[config.mk]
export PLATFORM = sky130hd
export DESIGN_NAME = regfile_dump_reader_flat
export DESIGN_NICKNAME = d
export VERILOG_FILES = /design/src/rtl/regfile_dump_reader_if.sv /design/src/rtl/regfile_dump_reader.sv /design/src/flat_wrapper.sv
export SDC_FILE = /design/constraint.sdc
export NUM_CORES = 1
export LEC_CHECK = 0
export BUFFER_PORTS_ARGS = -buffer_cell sky130_fd_sc_hd__buf_4
export CORE_MARGIN = 5
export CORE_UTILIZATION = 45
export CTS_BUF_LIST = sky130_fd_sc_hd__clkbuf_8
export DETAILED_ROUTE_END_ITERATION = 8
export GPL_TIMING_DRIVEN = 0
export PLACE_DENSITY = 0.77
export SLEW_MARGIN = 25
export SYNTH_ARGS = -nofsm -noshare
export SYNTH_HDL_FRONTEND = slang
export SYNTH_SLANG_ARGS = --single-unit
[constraint.sdc]
create_clock -name clk -period 2.2 [get_ports clk]
set_input_delay 0.11 -clock clk [delete_from_list [all_inputs] [get_ports clk]]
set_output_delay 0.11 -clock clk [all_outputs]
set_load 0.05 [all_outputs]
[src/rtl/regfile_dump_reader_if.sv]
// Register-file read port and (addr, data) output stream used by regfile_dump_reader.
// master = the dump reader, slave = register file plus downstream sink.
interface regfile_dump_reader_if #(
    parameter int ADDR_W = 5,
    parameter int DATA_W = 32
);
    logic [ADDR_W-1:0] rd_addr;
    logic [DATA_W-1:0] rd_data;
    logic              out_valid;
    logic              out_ready;
    logic [ADDR_W-1:0] out_addr;
    logic [DATA_W-1:0] out_data;

    modport master (
        output rd_addr,
        input  rd_data,
        output out_valid,
        input  out_ready,
        output out_addr,
        output out_data
    );

    modport slave (
        input  rd_addr,
        output rd_data,
        input  out_valid,
        output out_ready,
        input  out_addr,
        input  out_data
    );
endinterface

[src/rtl/regfile_dump_reader.sv]
// Walks a wrapping range of register-file addresses through one combinational
// read port and streams each (addr, data) snapshot out over valid/ready.
module regfile_dump_reader #(
    parameter int ADDR_W   = 5,
    parameter int DATA_W   = 32,
    parameter int NUM_REGS = 32
) (
    input  logic                  clk,
    input  logic                  rst_n,
    input  logic                  start,
    input  logic                  abort,
    input  logic [ADDR_W-1:0]     first_addr,
    input  logic [ADDR_W-1:0]     last_addr,
    output logic                  busy,
    output logic                  done,
    regfile_dump_reader_if.master bus
);

    typedef enum logic [1:0] {
        ST_IDLE = 2'd0,
        ST_READ = 2'd1,
        ST_HOLD = 2'd2
    } state_t;

    localparam logic [ADDR_W-1:0] TOP_ADDR  = ADDR_W'(NUM_REGS - 1);
    localparam logic [ADDR_W-1:0] ZERO_ADDR = {ADDR_W{1'b0}};
    localparam logic [DATA_W-1:0] ZERO_DATA = {DATA_W{1'b0}};

    // Address after a, wrapping from the top register back to 0.
    function automatic logic [ADDR_W-1:0] next_addr(input logic [ADDR_W-1:0] a);
        if (a == TOP_ADDR) begin
            next_addr = ZERO_ADDR;
        end else begin
            next_addr = a + {{(ADDR_W-1){1'b0}}, 1'b1};
        end
    endfunction

    state_t            state_r, state_nxt_s;
    logic [ADDR_W-1:0] cur_r, cur_nxt_s;
    logic [ADDR_W-1:0] last_r, last_nxt_s;
    logic [ADDR_W-1:0] rd_addr_r, rd_addr_nxt_s;
    logic              out_valid_r, out_valid_nxt_s;
    logic [ADDR_W-1:0] out_addr_r, out_addr_nxt_s;
    logic [DATA_W-1:0] out_data_r, out_data_nxt_s;
    logic              busy_r, busy_nxt_s;
    logic              done_r, done_nxt_s;

    // State register.
    always_ff @(posedge clk or negedge rst_n) begin
        if (!rst_n) begin
            state_r <= ST_IDLE;
        end else begin
            state_r <= state_nxt_s;
        end
    end

    // Next-state and next-output decode; abort outranks the output handshake.
    always_comb begin
        state_nxt_s     = state_r;
        cur_nxt_s       = cur_r;
        last_nxt_s      = last_r;
        rd_addr_nxt_s   = rd_addr_r;
        out_valid_nxt_s = out_valid_r;
        out_addr_nxt_s  = out_addr_r;
        out_data_nxt_s  = out_data_r;
        done_nxt_s      = 1'b0;
        case (state_r)
            ST_IDLE: begin
                if (start) begin
                    cur_nxt_s     = first_addr;
                    last_nxt_s    = last_addr;
                    rd_addr_nxt_s = first_addr;
                    state_nxt_s   = ST_READ;
                end else begin
                    rd_addr_nxt_s = ZERO_ADDR;
                    state_nxt_s   = ST_IDLE;
                end
            end
            ST_READ: begin
                if (abort) begin
                    rd_addr_nxt_s   = ZERO_ADDR;
                    out_valid_nxt_s = 1'b0;
                    state_nxt_s     = ST_IDLE;
                end else begin
                    // Snapshot is taken here, so a same-edge write is not seen.
                    out_data_nxt_s  = bus.rd_data;
                    out_addr_nxt_s  = cur_r;
                    out_valid_nxt_s = 1'b1;
                    state_nxt_s     = ST_HOLD;
                end
            end
            ST_HOLD: begin
                if (abort) begin
                    rd_addr_nxt_s   = ZERO_ADDR;
                    out_valid_nxt_s = 1'b0;
                    state_nxt_s     = ST_IDLE;
                end else if (bus.out_ready) begin
                    out_valid_nxt_s = 1'b0;
                    if (cur_r == last_r) begin
                        rd_addr_nxt_s = ZERO_ADDR;
                        done_nxt_s    = 1'b1;
                        state_nxt_s   = ST_IDLE;
                    end else begin
                        cur_nxt_s     = next_addr(cur_r);
                        rd_addr_nxt_s = next_addr(cur_r);
                        state_nxt_s   = ST_READ;
                    end
                end else begin
                    state_nxt_s = ST_HOLD;
                end
            end
            default: begin
                rd_addr_nxt_s   = ZERO_ADDR;
                out_valid_nxt_s = 1'b0;
                state_nxt_s     = ST_IDLE;
            end
        endcase
        busy_nxt_s = (state_nxt_s != ST_IDLE);
    end

    // Datapath and output registers.
    always_ff @(posedge clk or negedge rst_n) begin
        if (!rst_n) begin
            cur_r       <= ZERO_ADDR;
            last_r      <= ZERO_ADDR;
            rd_addr_r   <= ZERO_ADDR;
            out_valid_r <= 1'b0;
            out_addr_r  <= ZERO_ADDR;
            out_data_r  <= ZERO_DATA;
            busy_r      <= 1'b0;
            done_r      <= 1'b0;
        end else begin
            cur_r       <= cur_nxt_s;
            last_r      <= last_nxt_s;
            rd_addr_r   <= rd_addr_nxt_s;
            out_valid_r <= out_valid_nxt_s;
            out_addr_r  <= out_addr_nxt_s;
            out_data_r  <= out_data_nxt_s;
            busy_r      <= busy_nxt_s;
            done_r      <= done_nxt_s;
        end
    end

    assign bus.rd_addr   = rd_addr_r;
    assign bus.out_valid = out_valid_r;
    assign bus.out_addr  = out_addr_r;
    assign bus.out_data  = out_data_r;
    assign busy          = busy_r;
    assign done          = done_r;

endmodule

[src/flat_wrapper.sv]
// flat-port wrapper written by rule: the top's interface ports become plain ports
module regfile_dump_reader_flat 
#(
    parameter int ADDR_W   = 5,
    parameter int DATA_W   = 32,
    parameter int NUM_REGS = 32
)
  (clk, rst_n, start, abort, first_addr, last_addr, busy, done, bus_rd_addr, bus_rd_data, bus_out_valid, bus_out_ready, bus_out_addr, bus_out_data);
  regfile_dump_reader_if #(.ADDR_W(ADDR_W), .DATA_W(DATA_W)) bus_i ();
  input  logic clk;
  input  logic rst_n;
  input  logic start;
  input  logic abort;
  input  logic [ADDR_W-1:0] first_addr;
  input  logic [ADDR_W-1:0] last_addr;
  output logic busy;
  output logic done;
  output wire logic [$bits(bus_i.rd_addr)-1:0] bus_rd_addr;
  input wire logic [$bits(bus_i.rd_data)-1:0] bus_rd_data;
  output wire logic [$bits(bus_i.out_valid)-1:0] bus_out_valid;
  input wire logic [$bits(bus_i.out_ready)-1:0] bus_out_ready;
  output wire logic [$bits(bus_i.out_addr)-1:0] bus_out_addr;
  output wire logic [$bits(bus_i.out_data)-1:0] bus_out_data;
  assign bus_rd_addr = bus_i.rd_addr;
  assign bus_i.rd_data = bus_rd_data;
  assign bus_out_valid = bus_i.out_valid;
  assign bus_i.out_ready = bus_out_ready;
  assign bus_out_addr = bus_i.out_addr;
  assign bus_out_data = bus_i.out_data;
  regfile_dump_reader #(.ADDR_W(ADDR_W), .DATA_W(DATA_W), .NUM_REGS(NUM_REGS)) u_core (.clk(clk), .rst_n(rst_n), .start(start), .abort(abort), .first_addr(first_addr), .last_addr(last_addr), .busy(busy), .done(done), .bus(bus_i));
endmodule
# After elaboration in Yosys (flattened, before gate mapping)
# Cells that the tools add are included.
# W data, S select, Z words.
# totals
reg_bits	57
latch_bits	0
ram_bits	0
romBits	0
input_bits	47
out_inout_bits	45
elab_cells	56
n_memories	0
# classes
n_addsub	1
n_mul	0
n_div	0
order_cmp	0
n_eq_ne	10
shift	0
mux	26
bitwise_logic	2
n_reduce_logical	8
# ops
operator	n
$mux W5	10
$pmux W5 S3	1
$ne A2 B2 Y1 const B	5
$pmux W5 S2	1
$mux W1	9
$reduce_and A2 Y1	4
$mux W2	3
$pmux W2 S3	1
$add A5 B1 Y5 const B	1
$eq A5 B5 Y1	1
$eq A5 B5 Y1 const B	1
$reduce_and A5 Y1	1
$reduce_bool A2 Y1	2
$ne A3 B3 Y1 const B	1
$pmux W1 S3	1
$eq A2 B1 Y1 const B	1
$eq A2 B2 Y1 const B	1
$logic_not A2 Y1	1
$not A1 Y1	2

# Logic depth before layout (Yosys ltp)
# Gate-level depths: netlist of the first run.
# logic_depth
depth_word	6
depth_mapped	6
ltp_nobuf	6

# Worst setup path before layout of the first run
# No wires, ideal clock.
# synth_timing
path_kind	register to register
start	reg u_core.cur_r[0]
end	reg u_core.cur_r[4]
setup_time_ns	0.125
t_arrival_ns	1.569
required_time_ns	2.075
path_slack_ns	0.506
path_stages_with_launch	6
n_path_buf	0
period_less_slack_ns	1.694
path_cell_list	dfrtp_1 -> ha_1 -> and3_1 -> ha_1 -> mux2_2 -> mux2_2
# synth_between
elab_chain_cells	6
word_cells_on_any_way	10
cone_classes	add/sub: 1; eq/ne: 3; mux: 5; reduce/logical: 1
# synth_lines
item	line	source
start, declared	regfile_dump_reader.sv:39	logic [ADDR_W-1:0] cur_r, cur_nxt_s;
start signal, assigned	regfile_dump_reader.sv:133	cur_r <= cur_nxt_s;
$add A5 B1 Y5 / $eq A5 B5 Y1 (equally long branches)	regfile_dump_reader.sv:34, regfile_dump_reader.sv:31	
$mux W5	regfile_dump_reader.sv:31	if (a == TOP_ADDR) begin
$mux W5	regfile_dump_reader.sv:99	if (cur_r == last_r) begin
$mux W5	regfile_dump_reader.sv:97	end else if (bus.out_ready) begin
$mux W5	regfile_dump_reader.sv:93	if (abort) begin
$pmux W5 S2	regfile_dump_reader.sv:67	case (state_r)
# Several ways; a longest one is shown, not always the timed one. The select of a mux whose other input is x is not followed.
# A chain may end at the register's enable or synchronous reset.

# Worst setup path after layout of the first run
# Same ends and word-level chain as after synthesis.

==> results.md, run 1 <==
- The run finished with clean final reports.
- The number of pins exceeding their max-slew limit in the final report is 0.
- The type of the tightest min-delay check is in -> reg.
- For the worst setup path, the data required time is 2.41 ns.
- The repair_antennas step left the layout with diodes totalling 0.
- The HPWL after detailed placement is 3710 um.
- At the end of routability-driven placement, the weighted congestion stood at 0.787.
- The worst slew slack as a fraction of its limit is 52.7%.
- In the routed design, unresolved DRC markers number 0.
- Measured in cells, the most critical reg-to-reg path has a length of 5.
- The final layout net count is 305.
- The final setup skew is 0.00497 ns.
- The detailed-route wire length per cell is 14.8 um.
- Once layout is done, the placed cells without fillers occupy 3330 um2.
- The cell area after synthesis is 2370 um2.
- The number of setup violations in the final report is 0.
- The async set or reset register ratio after synthesis is 100%.
- The top cell family by delay on the critical path is multiplexers.
- The arrival time at the worst endpoint is 2.01 ns.
- The first element of the critical path is u_core.cur_r[0].
- The total via count after detailed routing is 1571.
- The count of final hold-check violations came to 0.
- The nature of the critical path endpoint is a register.
- The average footprint of a synthesized cell is 15.5 um2.
- The clock passes through at most 2 buffers.
- In this run the worst path has a maximum fanout of 6.
- The first detailed-routing pass took 4 iterations.
- The count of nets left with antenna violations once routing finished came out at 0.
- The chip width is 82.6 um.
- For flop-to-flop paths, the worst setup slack is 0.40 ns.
- The maximum frequency from static timing analysis is 555 MHz.
- The worst setup path is launched from a register.
- The areal power density over the cells is 1770 nW/um2.
- The final routed wirelength across all metal layers is 4910 um.
- The setup TNS after final layout is 0 ns.
- The worst path uses 81.9% of the clock period.
- For this run, the number of Yosys warnings is 0.
- The first global-routing pass estimated 7690 um of wire.
- The number of gates given a new drive strength after cts is 0.
- On the critical path, the stage with the largest delay is an instance of sky130_fd_sc_hd__dfrtp_1.
- The number of nets handed over by synthesis was 202.
- The termination of the worst setup path is u_core.cur_r[4].
- The critical path depth in cells is 5.
- The core area is 5110 um2.
- The analysis attributes to cell leakage a power of 1.65 nW.
- The share of post-route cells with drive strength above 1 is 62.8%.
- Pin placement for this block handled 92 I/O pins.
- The sequential-to-total area share from yosys stat is 60.1%.
- Entering global routing, the biggest net connects 58 pins.
- The initialized floorplan defines 26 standard-cell rows.
- The worst setup path is of the reg -> reg kind.
- The worst hold path begins at bus_rd_data[20].
- The maximum level of the CTS H-tree is 3.
- Setup repair after global routing left no endpoint under its margin.
- In the synthesized netlist the dominant register cell turns out to be sky130_fd_sc_hd__dfrtp_1.
- Traced cell by cell, the critical path runs through ha_1 > and3_1 > ha_1 > mux2_2 > mux2_2.
- The die covers 6830 um2.
- Once the clock tree was built, the setup fixing pass inserted 0 buffers.
- The number of max-cap violations is 0.
- The insertion delay of the later-clocked pin in the worst-skew pair is 0.32 ns.
- The root buffer cell chosen for the clock tree is sky130_fd_sc_hd__clkbuf_8.
- Clock-pin slew was measured on the worst setup and hold paths at 0.06 ns.
- The initial core utilization is 46.5%.
- The clock period could shrink to 1.80 ns.
- The total grt overflow is 0.
- The synthesized design contains 57 register bits.
- The global router's overall resource usage is 15.3%.
- The worst register-to-register path ends at u_core.cur_r[4].
- Summing internal, switching and leakage power gives 5.89 mW.
- On the worst path, the slowest cell contributes a delay of 0.46 ns.
- The number of input and output port buffers inserted is 91.
- The clock tree from TritonCTS is yes.
- Synthesis produced a netlist whose cell count is 153.
- The iteration-0 DRC count of the detailed router is 45.
- The routed via count divided by cell count is 4.75.
- The placed instances occupy a cell area of 3150 um2.
- Relative to the synthesized area, the layout overhead comes to 40.2%.
- The netlist uses 28 different library cells.
- For the pin with the worst max-slew slack, the measured transition is 0.709 ns.
- The via count of the first global-routing pass is 1645.
- The number of buffers inserted during clock tree synthesis is 9.
- The clock net in this run drives a total of 57 sinks.
- The final core utilization is 65.2%.
- After clock tree synthesis, the flow added hold-fix buffers numbering 1.
- The initial antenna violation count came to 0.
- Measured along the y axis, the die boundary spans 82.6 um.
- The buffering stage count on the worst path with inverters included is 0.
- In this run the critical register-to-register path is launched from u_core.cur_r[0].
- The maximum vdd drop is 1.10 mV.
- The number of enable flip-flop cells after synthesis is 0.
metal layers:
metal / global-route usage (%) / wire [um] / vias up / part of all wire [%]
met1: 19.4 / 2060 / 750 / 42
met2: 22.3 / 2220 / 64 / 45
met4: 6.86 / 61 / 0 / 1.2
li1: - / - / 749 / -
met3: 7.27 / 572 / 8 / 12
met5: 0 / 0 / - / 0
report_power, final:
part,internal [mW],switching (mW),leakage [nW]
registers,1.55,0.325,0.686
clock network,0.455,0.379,0.101
logic,1.18,2.00,0.861
flip-flops by register name (all words and copies together) (netlist names):
signal,cells
u_core.bus.out_addr,5
u_core.bus.out_data,32
u_core.bus.out_valid,1
u_core.bus.rd_addr,5
u_core.busy,1
u_core.cur_r,5
u_core.done,1
u_core.last_r,5
u_core.state_r,2
layout make-up:
class / count / area (um2)
buffer: 7 / 61.3
multi-input combinational: 88 / 883
sequential: 57 / 1430
timing repair buffer: 92 / 693
clock buffer: 11 / 151
inverter: 1 / 3.75
fill: 401 / 1780
tap: 70 / 87.6
clock inverter: 5 / 22.5
how the worst min path moves through the flow:
stage / endpoint / slack, ns / depth (start not counted)
floorplan: u_core.bus.out_addr[0] / -0.19 / 0
global placement: u_core.bus.out_data[0] / 0.21 / 1
detailed placement: u_core.last_r[0] / 0.21 / 1
CTS: u_core.bus.out_data[0] / 0.007 / 2
global route: u_core.bus.out_data[4] / 0.003 / 2
finish: u_core.bus.out_data[20] / 0.02 / 2
cell usage in the layout (no fill, tap or decap), types with 2 or more instances in the layout:
master / synthesis / routed
sky130_fd_sc_hd__a22o_1: 7 / 7
sky130_fd_sc_hd__buf_4: 4 / 95
sky130_fd_sc_hd__clkbuf_8: 0 / 11
sky130_fd_sc_hd__clkinv_2: 0 / 3
sky130_fd_sc_hd__dfrtp_1: 57 / 57
sky130_fd_sc_hd__ha_1: 2 / 2
sky130_fd_sc_hd__inv_1: 1 / 3
sky130_fd_sc_hd__mux2_2: 45 / 45
sky130_fd_sc_hd__mux2_4: 3 / 3
sky130_fd_sc_hd__mux2i_1: 2 / 2
sky130_fd_sc_hd__nand2_1: 2 / 2
sky130_fd_sc_hd__nand3_1: 3 / 3
sky130_fd_sc_hd__nor2_1: 4 / 4
sky130_fd_sc_hd__nor3_2: 2 / 2
sky130_fd_sc_hd__xor2_1: 6 / 6
Yosys cell counts, types with 2 or more instances:
master | count | area, um2
sky130_fd_sc_hd__nor3_2 | 2 | 20.0
sky130_fd_sc_hd__mux2i_1 | 2 | 20.0
sky130_fd_sc_hd__ha_1 | 2 | 25.0
sky130_fd_sc_hd__nand3_1 | 3 | 15.0
sky130_fd_sc_hd__nor2_1 | 4 | 15.0
sky130_fd_sc_hd__mux2_2 | 45 | 507
sky130_fd_sc_hd__xor2_1 | 6 | 52.6
sky130_fd_sc_hd__buf_4 | 4 | 30.0
sky130_fd_sc_hd__nand2_1 | 2 | 7.51
sky130_fd_sc_hd__a22o_1 | 7 | 61.3
sky130_fd_sc_hd__dfrtp_1 | 57 | 1430
sky130_fd_sc_hd__mux2_4 | 3 | 45.0
cell families after synthesis:
family                     after synthesis  synth area share, %
DFF                                     57                 60.1
muxes                                   51                 24.6
and+or+nand+nor                         18                 5.01
AOI/OAI and AO/OA                       10                 4.00
buffers and inverters                    8                 2.74
xor gates and xnor gates                 7                 2.58
adders and majority gates                2                 1.05
metrics by stage:
| step | setup WS (ns) | hold WS, ns | cells |
|---|---|---|---|
| after global placement | 0.414 | 0.210 | 314 |
| after CTS | 0.403 | 0.00701 | 331 |
| final | 0.398 | 0.0178 | 331 |
| after detailed placement | 0.407 | 0.215 | 314 |
| after floorplan | 0.506 | -0.186 | 153 |
| after global routing | 0.285 | 0.00254 | 331 |
No activity file was read; power rests on OpenSTA's default activity.
==> run 2: changes to the inputs <==
--- a/config.mk
+++ b/config.mk
@@ -11,7 +11,7 @@
 export CTS_BUF_LIST = sky130_fd_sc_hd__clkbuf_8
 export DETAILED_ROUTE_END_ITERATION = 8
 export GPL_TIMING_DRIVEN = 0
-export PLACE_DENSITY = 0.77
+export PLACE_DENSITY = 0.8
 export SLEW_MARGIN = 25
 export SYNTH_ARGS = -nofsm -noshare
 export SYNTH_HDL_FRONTEND = slang
==> constraint.sdc (replaced) <==
create_clock -name clk -period 1.6 [get_ports clk]
set_input_delay 0.08 -clock clk [delete_from_list [all_inputs] [get_ports clk]]
set_output_delay 0.08 -clock clk [all_outputs]
set_load 0.05 [all_outputs]
==> run 2 against run 1 <==
  * The run now ends with negative setup slack left
  * Hold slack gained 0.027 ns
  * Sequential share of layout area shrank 6.6 points
  * Register-to-register slack got worse by 0.48 ns
  * Clock power increased by 58%
  * Critical path type unchanged
  * Largest cell class unchanged
==> results.md, run 2 (synthesized netlist as in run 1, its figures left out) <==
- The initial utilization of the core area, before any placement, comes to 46.5%.
- The iteration-0 DRC count of the detailed router is 47.
- The nature of the critical path endpoint is a register.
- Static timing analysis puts the maximum clock frequency at 596 MHz.
- Counting along the longest clock path gives a buffer depth of 2.
- At the end of the flow the core is filled with cells to 77.1%.
- The run finished, with violations left.
- The final weighted congestion in routability-driven placement is 0.715.
- The cell type of the slowest stage on the worst timing path is sky130_fd_sc_hd__dfrtp_1.
- In the post-route analysis, the smallest setup slack over all paths is -0.0775 ns.
- The chip width is 82.6 um.
- The final setup skew is 0.00554 ns.
- The count of final hold-check violations is 0.
- The routed length on met3 is 391 um.
- The most common cell after layout, fill and taps aside is sky130_fd_sc_hd__buf_4.
- The flip-flop count of the largest register after layout is 32.
- The number of buffers inserted during clock tree synthesis is 9.
- Across the VDD grid, the largest voltage drop is 1.32 mV.
- In the final design database the tool counted 356 nets.
- Setup repair after global routing could not meet its margin everywhere.
- The data required time of the worst path is 1.81 ns.
- In the layout the commonest cells are sky130_fd_sc_hd__buf_4, sky130_fd_sc_hd__dfrtp_1, sky130_fd_sc_hd__mux2_2, sky130_fd_sc_hd__dlygate4sd3_1, sky130_fd_sc_hd__clkbuf_8.
- The finished cells cover 3940 um2.
- The H-tree generated during clock tree synthesis spans 3 levels.
- Setup violations remaining at the end of the flow were counted as 8.
- The total design power is 8.81 mW.
- Leaving out filler cells and counting taps, the final layout contains 383.
- After detailed routing, the total wire length is 6250 um.
- Before CTS, the worst setup slack after placement is -0.155 ns.
- Routed signal wires occupy layers up through met4.
- The slew at the pin closest to its max-slew limit is 0.712 ns.
- For this design the static power due to leakage is 1.89 nW.
- The I/O pin count is 92.
- The worst hold path belongs to the class in -> reg.
- The number of optimization iterations in the first detailed-route pass is 4.
- The instance area after placement is 3160 um2.
- The post-synthesis to final-layout area growth is 65.9%.
- The routed via count divided by cell count is 4.79.
- The vertical extent of the die is 82.6 um.
- Of all nets on the critical path, the largest fanout is 8.
- The first-pass GRT wire length is 9610 um.
- Power spread over the standard cell area amounts to 2240 nW/um2.
- The number of pins exceeding their max-slew limit in the final report is 0.
- The critical path's largest stage delay is 0.37 ns.
- The insertion delay of the later-clocked pin in the worst-skew pair is 0.32 ns.
- For this block, wires on met1 add up to 2310 um.
- The routed layout has 1833 vias.
- In the detailed route, the total length drawn on met2 is 3390 um.
- The checks that failed: negative setup slack.
- Entering global routing, the biggest net connects 58 pins.
- The CTS sink count is 57.
- The initialized floorplan defines 26 standard-cell rows.
- The critical path goes through buf_6 > and2b_2 > nand3_4 > a22oi_4 > buf_8 > mux2_4.
- For this run, the total global-route usage over all layers was measured as 19.2%.
- During placement, the flow inserted port buffers numbering 91.
- Of the cells placed in the final design, the portion with a size suffix greater than 1 is 59.9%.
- The via count of the first global-routing pass is 2029.
- STA puts the critical path data arrival time at 1.88 ns.
- The master cell of the clock root buffer is sky130_fd_sc_hd__clkbuf_8.
- The clock period minus worst slack is 1.68 ns.
- The remaining routing DRC violations is 0.
- Hold is met by 0.0449 ns.
- Global routing finished with a remaining overflow of 0.
- The detailed-route wire length per cell is 16.3 um.
- Detailed placement ended at an HPWL of 3850 um.
- The worst setup path category is reg -> reg.
- The core region is 5110 um2.
- Including well taps, the total number of placed cells is 314.
- STA classifies the critical path startpoint as a register.
- The setup TNS after final layout is -0.456 ns.
- The worst path uses 105% of the clock period.
- The count of nets left with antenna violations once routing finished came out at 0.
- Across the run, the number of max-cap violations was 0.
- The initial antenna violation count is 0.
- The die covers 6830 um2.
- TritonCTS built the clock tree.
- The clock input transition at the sequential cells of the worst setup and hold paths is 0.07 ns.
- The worst slew slack as a fraction of its limit is 52.5%.
==> run 2: area by class of cell <==
cell class / instances / area (um2)
well taps: 70 / 87.6
fillers: 336 / 1170
repair buffers: 143 / 1210
clock inverters: 6 / 57.6
diodes: 1 / 2.50
flip-flops and latches: 57 / 1430
inverters: 1 / 3.75
multi-input cells: 88 / 935
plain buffers: 7 / 78.8
clock buffers: 10 / 138
==> run 2: final timing paths <==
path | from | slack [ns] | to | cells after the start
setup reg to reg | u_core.state_r[0] | -0.08 | u_core.cur_r[1] | 6
hold / removal | abort | 0.04 | u_core.state_r[1] | 2
hold reg to reg | u_core.bus.out_data[15] | 0.51 | u_core.bus.out_data[15] | 1
setup / recovery | u_core.state_r[0] | -0.08 | u_core.cur_r[1] | 6
max in group asynchronous | rst_n | 0.72 | u_core.cur_r[1] | 2
min in group asynchronous | rst_n | 0.35 | u_core.bus.out_data[5] | 2
==> run 2: worst max-delay path, delay by kind of cell, from the launching register on <==
| family | cells | cell delay [ns] |
|---|---|---|
| flops | 1 | 0.37 |
| simple gates | 2 | 0.33 |
| compound gates | 1 | 0.27 |
| mux | 1 | 0.29 |
| buf+inv | 2 | 0.30 |
==> run 2: what timing repair did <==
item / in CTS / in global routing
cloned: 1 / 0
hold endpoints to repair: 93 / 1
endpoints found under the setup margin: 37 / 28
gates resized for setup: 8 / 7
setup buffers: 10 / 3
hold buffers: 37 / 1
pin swaps: 5 / 1
==> run 2: layer usage <==
| metal | global-route usage (%) | vias up |
|---|---|---|
| li1 | - | 855 |
| met1 | 20.5 | 898 |
| met2 | 33.7 | 65 |
| met3 | 6.07 | 15 |
| met4 | 9.80 | 0 |
| met5 | 0 | - |
==> run 2: power breakdown <==
part	switching, mW	internal, mW
clock network	0.569	0.750
logic	2.92	1.97
registers	0.473	2.13
total	3.96	4.85
